File: src/rtl/altera_nios2_qsys_be44pvus_oci_dct_packer.sv
// OCI data-compression-trace packer.
// Shifts 2-bit trace atoms into a live buffer and seals it into an output
// register when the buffer is full or a flush is requested. The sealed word
// is handed downstream over a valid/ready handshake.
module altera_nios2_qsys_be44pvus_oci_dct_packer #(
  parameter int ATOM_W  = 2,
  parameter int DEPTH   = 15,
  parameter int COUNT_W = 4
) (
  input  logic                      i_clk,
  input  logic                      i_reset,
  input  logic                      i_trc_on,
  input  logic                      i_atom_valid,
  input  logic [ATOM_W-1:0]         i_atom_data,
  input  logic                      i_flush,
  input  logic                      i_overflow_clr,
  input  logic                      i_out_ready,
  output logic                      o_out_valid,
  output logic [ATOM_W*DEPTH-1:0]   o_out_buffer,
  output logic [COUNT_W-1:0]        o_out_count,
  output logic [ATOM_W*DEPTH-1:0]   o_dct_buffer,
  output logic [COUNT_W-1:0]        o_dct_count,
  output logic                      o_overflow
);

  localparam int BUF_W = ATOM_W * DEPTH;
  localparam logic [COUNT_W-1:0] FULL_CNT = COUNT_W'(DEPTH);

  logic [BUF_W-1:0]   r_dct_buffer;
  logic [COUNT_W-1:0] r_dct_count;
  logic [BUF_W-1:0]   r_out_buffer;
  logic [COUNT_W-1:0] r_out_count;
  logic               r_out_valid;
  logic               r_overflow;
  logic               r_flush_pending;

  logic w_free;
  logic w_full;
  logic w_nonempty;
  logic w_seal;
  logic w_atom_in;
  logic w_accept;
  logic w_drop;

  // The output register can take a new word when empty or being drained now.
  assign w_free     = !r_out_valid || i_out_ready;
  assign w_full     = (r_dct_count == FULL_CNT);
  assign w_nonempty = (r_dct_count != '0);
  assign w_seal     = w_free && w_nonempty && (w_full || i_flush || r_flush_pending);
  assign w_atom_in  = i_trc_on && i_atom_valid;
  // A full buffer can still accept an atom in the cycle it is sealed; the atom
  // then starts the next word rather than joining the sealed one.
  assign w_accept   = w_atom_in && (!w_full || w_seal);
  assign w_drop     = w_atom_in && w_full && !w_seal;

  // Live accumulation buffer: newest atom enters at the bottom.
  always_ff @(posedge i_clk or posedge i_reset) begin
    if (i_reset) begin
      r_dct_buffer <= '0;
      r_dct_count  <= '0;
    end else if (w_seal) begin
      if (w_accept) begin
        r_dct_buffer <= {{(BUF_W-ATOM_W){1'b0}}, i_atom_data};
        r_dct_count  <= COUNT_W'(1);
      end else begin
        r_dct_buffer <= '0;
        r_dct_count  <= '0;
      end
    end else if (w_accept) begin
      r_dct_buffer <= {r_dct_buffer[BUF_W-ATOM_W-1:0], i_atom_data};
      r_dct_count  <= r_dct_count + COUNT_W'(1);
    end
  end

  // Output register: load on seal, drop valid once drained, hold while blocked.
  always_ff @(posedge i_clk or posedge i_reset) begin
    if (i_reset) begin
      r_out_buffer <= '0;
      r_out_count  <= '0;
      r_out_valid  <= 1'b0;
    end else if (w_seal) begin
      r_out_buffer <= r_dct_buffer;
      r_out_count  <= r_dct_count;
      r_out_valid  <= 1'b1;
    end else if (w_free) begin
      r_out_valid  <= 1'b0;
    end
  end

  // Remember a flush that arrived while the output was blocked.
  always_ff @(posedge i_clk or posedge i_reset) begin
    if (i_reset) begin
      r_flush_pending <= 1'b0;
    end else if (w_seal) begin
      r_flush_pending <= 1'b0;
    end else if (i_flush && !w_free && w_nonempty) begin
      r_flush_pending <= 1'b1;
    end
  end

  // Sticky overflow; a drop in the same cycle as a clear keeps it set.
  always_ff @(posedge i_clk or posedge i_reset) begin
    if (i_reset) begin
      r_overflow <= 1'b0;
    end else if (w_drop) begin
      r_overflow <= 1'b1;
    end else if (i_overflow_clr) begin
      r_overflow <= 1'b0;
    end
  end

  assign o_out_valid  = r_out_valid;
  assign o_out_buffer = r_out_buffer;
  assign o_out_count  = r_out_count;
  assign o_dct_buffer = r_dct_buffer;
  assign o_dct_count  = r_dct_count;
  assign o_overflow   = r_overflow;

endmodule
File: config.mk
export PLATFORM = sky130hd
export DESIGN_NAME = altera_nios2_qsys_be44pvus_oci_dct_packer
export DESIGN_NICKNAME = d
export VERILOG_FILES = /design/src/rtl/altera_nios2_qsys_be44pvus_oci_dct_packer.sv
export SDC_FILE = /design/constraint.sdc
export NUM_CORES = 1
export LEC_CHECK = 0
export CAP_MARGIN = 10
export CORE_MARGIN = 2
export CORE_UTILIZATION = 45
export DETAILED_ROUTE_END_ITERATION = 6
export PLACE_DENSITY = 0.74
export SYNTH_ARGS = -nofsm -noshare
export SYNTH_HDL_FRONTEND = slang
export SYNTH_SLANG_ARGS = --single-unit
File: constraint.sdc
create_clock -name i_clk -period 4.65 [get_ports i_clk]
set_clock_uncertainty 0.05 [all_clocks]
set_input_delay 1.395 -clock i_clk [delete_from_list [all_inputs] [get_ports i_clk]]
set_output_delay 1.395 -clock i_clk [all_outputs]
set_load 0.02 [all_outputs]
==> results of run 1 <==
## synth_stat cells
cell type / n
nand4_1: 1
ha_1: 2
nor3_4: 1
nand2b_1: 1
a211oi_2: 1
xnor2_1: 1
mux2_1: 4
buf_6: 5
nor3b_2: 1
o211ai_1: 31
inv_1: 6
o21ai_0: 1
o22a_1: 1
nand2_1: 30
o32ai_1: 1
clkbuf_1: 19
a31oi_1: 29
nor2b_1: 2
buf_4: 2
a21oi_1: 3
a311oi_2: 1
and3_1: 1
and2_1: 1
o31ai_1: 3
nand3_1: 31
dfrtp_1: 71
buf_2: 4
nor3_1: 1
a41oi_1: 1
mux2_2: 30
a211oi_1: 1
## routing by layer
metal | vias up | part of all wire | GRT usage
li1 | 1196 | - | -
met1 | 1330 | 0.45 | 0.291
met2 | 87 | 0.48 | 0.310
met3 | 9 | 0.049 | 0.0410
met4 | 0 | 0.016 | 0.0854
met5 | - | 0 | 0
## critical path, cell delays in order
cell and delay, ns:
clkdlybuf4s50_1 0.49, nand2b_1 0.71, buf_4 0.32, o211ai_1 0.11
a31oi_1 0.17
## metrics by stage
stage / setup slack (ns) / hold slack (ns) / utilization
final: 1.65 / 0.438 / 0.621
after global routing: 1.53 / 0.457 / 0.621
after CTS: 1.64 / 0.444 / 0.619
after detailed placement: 1.28 / 0.429 / 0.588
after global placement: 1.31 / 0.424 / 0.588
after floorplan: 1.41 / 0.431 / -
## state kept, by name, summed over array words and instances (netlist names)
signal           count
o_dct_buffer        30
o_dct_count          4
o_out_buffer        30
o_out_count          4
o_out_valid          1
o_overflow           1
r_flush_pending      1
## how the worst max path moves through the flow
stage,endpoint,slack (ns),cells after the start
after CTS,o_dct_buffer[11]$_DFFE_PP0P_,1.64,5
after floorplan,o_dct_buffer[0]$_DFFE_PP0P_,1.41,1
after global routing,o_dct_buffer[23]$_DFFE_PP0P_,1.53,6
after global placement,o_out_buffer[6]$_DFFE_PP0P_,1.31,5
after detailed placement,o_out_buffer[9]$_DFFE_PP0P_,1.28,5
final,o_dct_buffer[11]$_DFFE_PP0P_,1.65,5
## area by class of cell
| type | instances | area (sq um) | area share |
|---|---|---|---|
| Clock buffer | 11 | 141 | 0.0331 |
| Clock inverter | 4 | 70.1 | 0.0164 |
| Inverter | 6 | 22.5 | 0.00528 |
| Multi-Input combinational cell | 180 | 1280 | 0.299 |
| Sequential cell | 71 | 1780 | 0.416 |
| Tap cell | 96 | 120 | 0.0281 |
| Timing Repair Buffer | 86 | 861 | 0.202 |
## logic make-up after synthesis
logic type               share of synthesized area
adder cells (fa/ha/maj)                    0.00773
XOR/XNOR                                   0.00271
buffers and inverters                       0.0572
flip-flops                                   0.549
multiplexers                                 0.118
AND/OR/NAND/NOR                              0.105
AO/OA/AOI/OAI                                0.160
## power groups by stage
stage	sequential (uW)	clock, uW	combinational [uW]
detailed placement	775	0	658
CTS	766	537	658
global placement	775	0	649
finish	766	533	654
floorplan	842	0	392
global route	777	564	706
==> flow_summary.json, run 1 <==
{
  "status": "completed",
  "grt_overflow": 0,
  "rr_endpoint": "o_dct_buffer[1]$_DFFE_PP0P_",
  "syn_to_final_growth_pct": 31.9,
  "yosysUniqueCellTypes": 31,
  "ys_ff_latch": 71,
  "cts_sinks": 71,
  "yosys.area.top_type": "dfrtp_1",
  "place.gp.congestion": 0.717,
  "post_cts_buffers": 0,
  "synth_top_cell_area_share": 0.549,
  "coreArea_sq_um": 6870,
  "hold_depth": 1,
  "slew_headroom": 0.188,
  "worstMarginPinSlew_ns": 1.22,
  "drv_cap": 0,
  "drt_pass1_iterations": 4,
  "tns_ns": 0,
  "nets": 365,
  "hp-class": "reg -> reg",
  "cts_root_buf": "clkbuf_8",
  "hold_end": "o_out_buffer[1]$_DFFE_PP0P_",
  "fillers": 582,
  "comb_power_share": 0.335,
  "critPathArrivalTime_ns": 3.21,
  "max_freq_mhz": 334,
  "stdcell_count": 454,
  "yosys_warnings": 0,
  "clock_latency_ns": 0.35,
  "pwr-share-clk": 0.273,
  "syn_nets": 298,
  "vias": 2622,
  "hold_buffers": 0,
  "clkTransAtPathRegs_ns": 0.07,
  "seqPwrFrac": 0.392,
  "final_common_cell": "clkdlybuf4s50_1",
  "r2r-start": "o_dct_count[1]$_DFFE_PP0P_",
  "dp.cells": 438,
  "initial_core_util": 0.471,
  "p_sw_uw": 661,
  "yosysSeqAreaShare": 0.549,
  "crit_type": "in -> reg",
  "total_leakage_power_uw": 0.00175,
  "cp-startpoint": "i_out_ready",
  "grt_pass1_vias": 2557,
  "rows": 30,
  "via_per_inst": 5.78,
  "post_synth.cell_area_avg_sq_um": 11.3,
  "ff2ff_setup_slack_ns": 2.14,
  "hold_viol": 0,
  "antenna_found_initial": 0,
  "min_period_over_period": 0.645,
  "endpoint_kind": "flop",
  "die_x_microns": 88.8,
  "diodes": 0,
  "dr.first_iter.drc_count": 232,
  "cp.required_ns": 4.86,
  "path_max_fanout": 22,
  "switching_share": 0.338,
  "detail-route-antenna-nets": 0,
  "drc": 0,
  "die_h_microns": 88.8,
  "portBuffers": 78,
  "cts_buffers": 9,
  "layout_common_cells": "clkdlybuf4s50_1 (78), dfrtp_1 (71), nand3_1 (31), o211ai_1 (31)",
  "period_minus_slack_ns": 3.00,
  "drt-total-wl_microns": 7400,
  "grtUsageTotal": 0.206,
  "fin_area_sq_um": 4270,
  "syn_inst": 287,
  "synthTopCellsByArea": "dfrtp_1 (55%), mux2_2 (10%), o211ai_1 (7.2%)",
  "clk_path_buf_depth": 2,
  "total_power_uw": 1950,
  "wire_per_inst_microns": 16.3,
  "htree_levels": 3,
  "ios": 79,
  "drive_above_1_share": 0.162,
  "setup_violations": 0,
  "rsz0062_at_grt": "no",
  "hp-start": "o_out_buffer[1]$_DFFE_PP0P_",
  "internal_power_uw": 1290,
  "grt_pass1_wl_microns": 12600,
  "placed_area_sq_um": 4040,
  "hpwlAfterDp_microns": 4550,
  "ir_worst_vdd_v": 0.000245,
  "grt_start_max_net_pins": 42,
  "cp-start-kind": "input port",
  "cellPowerDensity_nw_per_um2": 457,
  "post_cts.resized_instances": 0,
  "syn-cell-area_sq_um": 3240,
  "reg2regPathDepth": 4,
  "dieArea_sq_um": 7880,
  "maxSlewViolCount": 0,
  "cts_tree": "built"
}
Power figures use the tool's default switching activity.
==> run 2, diff against run 1 <==
- CORE_UTILIZATION: 45 -> 44
- PLACE_DENSITY: 0.74 -> 0.75
- clock period: 4.65 -> 2.65 ns (I/O delays scaled with it)
==> flow_summary.json, run 2 (synthesis gave the netlist of run 1 again) <==
{
  "max_stage_delay_ns": 0.68,
  "drt_pass1_iterations": 4,
  "p_sw_uw": 1180,
  "post_cts_buffers": 0,
  "post_cts.resized_instances": 0,
  "htree_levels": 3,
  "fin_util": 0.604,
  "dieArea_sq_um": 8060,
  "path_max_fanout": 10,
  "drc": 0,
  "syn_to_final_growth_pct": 33.9,
  "crit_cells": 1,
  "maxSlewViolCount": 0,
  "grt_start_max_net_pins": 40,
  "internal_power_uw": 2290,
  "final_common_cell": "clkdlybuf4s50_1",
  "use_met2": 0.307,
  "ff2ff_setup_slack_ns": 0.54,
  "worstPathCellList": "clkdlybuf4s50_1",
  "cts_tree": "built",
  "min_period_over_period": 0.907,
  "period_minus_slack_ns": 2.40,
  "detail-route-antenna-nets": 0,
  "hold_buffers": 0,
  "via_per_inst": 5.63,
  "cellPowerDensity_nw_per_um2": 802,
  "grt_overflow": 0,
  "hold_depth": 1,
  "tns_ns": 0,
  "hold_slack_ns": 0.438,
  "cts_root_buf": "clkbuf_8",
  "die_x_microns": 89.8,
  "drv_cap": 0,
  "place.gp.congestion": 0.705,
  "drive_above_1_share": 0.171,
  "hpwlAfterDp_microns": 4620,
  "nets": 369,
  "endpoint_kind": "output pin",
  "cts_buffers": 9,
  "crit_buf_inv": 1,
  "clock_latency_ns": 0.35,
  "seqPwrFrac": 0.387,
  "cp-start-kind": "flop",
  "grt_pass1_wl_microns": 12700,
  "setup_violations": 0,
  "cp.required_ns": 1.81,
  "layout_common_cells": "clkdlybuf4s50_1 (78), dfrtp_1 (71), nand3_1 (31), o211ai_1 (31)",
  "ir_worst_vdd_v": 0.000418,
  "worstMarginPinSlew_ns": 0.663,
  "hp-class": "reg -> reg",
  "grtUsageTotal": 0.194,
  "diodes": 0,
  "vias": 2597,
  "critPathArrivalTime_ns": 1.56,
  "clkTransAtPathRegs_ns": 0.07,
  "switching_share": 0.340,
  "max_freq_mhz": 416,
  "slew_headroom": 0.558,
  "portBuffers": 78,
  "hold_viol": 0,
  "grt_util_met1": 0.261,
  "comb_power_share": 0.343,
  "coreArea_sq_um": 7180,
  "pwr-share-clk": 0.270,
  "grt_pass1_vias": 2590,
  "initial_core_util": 0.451,
  "drt-total-wl_microns": 7430,
  "total_leakage_power_uw": 0.00178,
  "cts_sinks": 71,
  "antenna_found_initial": 0,
  "rsz0062_at_grt": "no",
  "reg2regPathDepth": 5,
  "crit_type": "reg -> out",
  "wire_per_inst_microns": 16.1,
  "fin_ws_ns": 0.246,
  "ios": 79,
  "place_ws_ns": 0.149,
  "die_h_microns": 89.8,
  "crit_slowest_cell": "clkdlybuf4s50_1",
  "status": "completed",
  "top_usage_layer": "met2",
  "rows": 31,
  "met3_usage": 0.0394,
  "clk_path_buf_depth": 2,
  "cp_top_family": "buffers and inverters",
  "dr.first_iter.drc_count": 143
}
[run 2: final cells by class]
cell class,count,area (sq um)
clock buffers,11,141
clock inverters,4,70.1
fillers,605,2840
inverters,6,23.8
multi-input cells,180,1280
flip-flops and latches,71,1780
well taps,99,124
repair buffers,90,921
[run 2: worst paths after layout]
kind,from,to
worst max-delay path,o_dct_count[2]$_DFFE_PP0P_,o_dct_count[2]
worst min-delay path,o_out_buffer[0]$_DFFE_PP0P_,o_out_buffer[0]$_DFFE_PP0P_
worst max register to register,o_dct_count[1]$_DFFE_PP0P_,o_out_buffer[4]$_DFFE_PP0P_
worst min register to register,o_out_buffer[0]$_DFFE_PP0P_,o_out_buffer[0]$_DFFE_PP0P_
max in group asynchronous,i_reset,o_dct_buffer[29]$_DFFE_PP0P_
min in group asynchronous,i_reset,o_dct_buffer[18]$_DFFE_PP0P_
[run 2: through the flow]
stage,std cells,cell area [sq um],total power [uW]
floorplan,287,3240,2160
global placement,446,4120,2530
detailed placement,446,4120,2550
CTS,461,4330,3500
global route,461,4330,3640
finish,461,4330,3480
[run 2: power by group through the flow]
stage               Clock [uW]  Combinational [uW]  Sequential [uW]
finish                     938                1190             1350
global route              1000                1270             1370
CTS                        951                1200             1340
detailed placement           0                1190             1360
global placement             0                1170             1360
floorplan                    0                 688             1480
[run 2: per-layer routing]
layer | vias up | part of all wire | wire (microns)
met5 | - | 0 | 0
met4 | 0 | 0.017 | 127
met3 | 10 | 0.050 | 369
met2 | 75 | 0.49 | 3610
met1 | 1314 | 0.45 | 3330
li1 | 1198 | - | -
==> run 3, diff against run 2 <==
- CORE_UTILIZATION: 44 -> 40
- PLACE_DENSITY: 0.75 -> 0.69
==> flow_summary.json, run 3 (synthesis gave the netlist of run 1 again) <==
{
  "status": "completed",
  "coreArea_sq_um": 7770,
  "cts_root_buf": "clkbuf_8",
  "clock_latency_ns": 0.34,
  "max_stage_delay_ns": 0.67,
  "dieArea_sq_um": 8820,
  "internal_power_uw": 2090,
  "endpoint_kind": "output pin",
  "placed_area_sq_um": 4110,
  "drt-total-wl_microns": 7800,
  "rsz0062_at_grt": "no",
  "grt_start_max_net_pins": 47,
  "diodes": 0,
  "cp.required_ns": 1.81,
  "post_cts.resized_instances": 0,
  "cp-start-kind": "flop",
  "hold_slack_ns": 0.454,
  "grt_pass1_wl_microns": 13200,
  "seqPwrFrac": 0.410,
  "cts_tree": "built",
  "hold_buffers": 0,
  "drv_cap": 0,
  "fillers": 693,
  "detail-route-antenna-nets": 0,
  "total_leakage_power_uw": 0.00175,
  "p_sw_uw": 1190,
  "ios": 79,
  "cp_top_family": "buffers and inverters",
  "die_x_microns": 93.9,
  "via_per_inst": 5.61,
  "crit_slowest_cell": "clkdlybuf4s50_1",
  "hp-class": "reg -> reg",
  "tns_ns": 0,
  "drive_above_1_share": 0.176,
  "cts_buffers": 9,
  "drc": 0,
  "period_minus_slack_ns": 2.38,
  "comb_power_share": 0.370,
  "min_period_over_period": 0.896,
  "nets": 369,
  "rows": 32,
  "cellPowerDensity_nw_per_um2": 765,
  "worstMarginPinSlew_ns": 0.460,
  "fin_ws_ns": 0.275,
  "dr.first_iter.drc_count": 164,
  "worstPathCellList": "clkdlybuf4s50_1",
  "post_cts_buffers": 0,
  "vias": 2608,
  "ff2ff_setup_slack_ns": 0.56,
  "pwr-share-clk": 0.220,
  "fin_area_sq_um": 4280,
  "slew_headroom": 0.693,
  "die_h_microns": 93.9,
  "critPathArrivalTime_ns": 1.53,
  "switching_share": 0.362,
  "wire_per_inst_microns": 16.8,
  "syn_to_final_growth_pct": 32.2,
  "place_ws_ns": 0.137,
  "path_max_fanout": 10,
  "grt_pass1_vias": 2670,
  "portBuffers": 78,
  "maxSlewViolCount": 0,
  "htree_levels": 3,
  "crit_buf_inv": 1,
  "initial_core_util": 0.417,
  "max_freq_mhz": 421,
  "drt_pass1_iterations": 5,
  "clkTransAtPathRegs_ns": 0.07,
  "place.gp.congestion": 0.722,
  "clk_path_buf_depth": 2,
  "grt_overflow": 0,
  "setup_violations": 0,
  "grtUsageTotal": 0.192,
  "antenna_found_initial": 0,
  "layout_common_cells": "clkdlybuf4s50_1 (78), dfrtp_1 (71), nand3_1 (31), o211ai_1 (31)",
  "crit_type": "reg -> out",
  "cts_sinks": 71,
  "hold_viol": 0,
  "final_common_cell": "clkdlybuf4s50_1",
  "ir_worst_vdd_v": 0.000494,
  "hpwlAfterDp_microns": 4920
}
run 3: cell count changes in the layout (fill, tap and decap cells not counted):
| cell | previous run | this run |
|---|---|---|
| bufinv_16 | 2 | 0 |
| clkinv_2 | 3 | 6 |
| clkbuf_8 | 10 | 9 |
| buf_12 | 4 | 3 |
| clkbuf_1 | 1 | 0 |
| buf_4 | 8 | 9 |
| clkinvlp_4 | 0 | 2 |
run 3: worst reg2reg max path, delay by kind of cell (launching register included):
family                   cells  cell delay (ns)
flip-flops                   1             0.49
multiplexers                 1             0.38
AND/OR/NAND/NOR              1             0.33
AO/OA/AOI/OAI                1             0.17
adder cells (fa/ha/maj)      1             0.30
buffers and inverters        1             0.25
run 3: path summary, 6_finish.rpt:
kind | startpoint | depth (start not counted) | end
setup / recovery | o_dct_count[2]$_DFFE_PP0P_ | 1 | o_dct_count[2]
hold / removal | o_out_buffer[0]$_DFFE_PP0P_ | 1 | o_out_buffer[0]$_DFFE_PP0P_
setup reg to reg | o_dct_count[1]$_DFFE_PP0P_ | 5 | o_out_buffer[8]$_DFFE_PP0P_
hold reg to reg | o_out_buffer[0]$_DFFE_PP0P_ | 1 | o_out_buffer[0]$_DFFE_PP0P_
max in group asynchronous | i_reset | 3 | o_out_buffer[26]$_DFFE_PP0P_
min in group asynchronous | i_reset | 2 | o_out_buffer[15]$_DFFE_PP0P_
run 3: area by class of cell:
| type | count | area, sq um | area share |
|---|---|---|---|
| tap | 102 | 128 | 0.0298 |
| sequential | 71 | 1780 | 0.415 |
| timing repair buffer | 90 | 908 | 0.212 |
| multi-input combinational | 180 | 1280 | 0.298 |
| clock inverter | 7 | 40.0 | 0.00936 |
| inverter | 6 | 23.8 | 0.00556 |
| clock buffer | 9 | 124 | 0.0290 |
run 3: power groups by stage:
| stage | logic, uW | registers, uW | clock network (uW) |
|---|---|---|---|
| after detailed placement | 1220 | 1360 | 0 |
| after floorplan | 688 | 1480 | 0 |
| final | 1210 | 1340 | 720 |
| after CTS | 1220 | 1340 | 744 |
| after global routing | 1290 | 1360 | 787 |
| after global placement | 1200 | 1360 | 0 |
run 3: layer usage:
layer  GRT usage  vias up  part of all wire
met3      0.0578       10             0.055
met4      0.0676        0            0.0099
met1       0.252     1301              0.45
met5           0        -                 0
met2       0.302       88              0.49
li1            -     1209                 -
run 3: metrics by stage:
| stage | std cells | power, uW | utilization |
|---|---|---|---|
| floorplan | 287 | 2160 | - |
| global placement | 449 | 2560 | 0.529 |
| detailed placement | 449 | 2580 | 0.529 |
| CTS | 465 | 3310 | 0.551 |
| global route | 465 | 3440 | 0.551 |
| finish | 465 | 3270 | 0.551 |
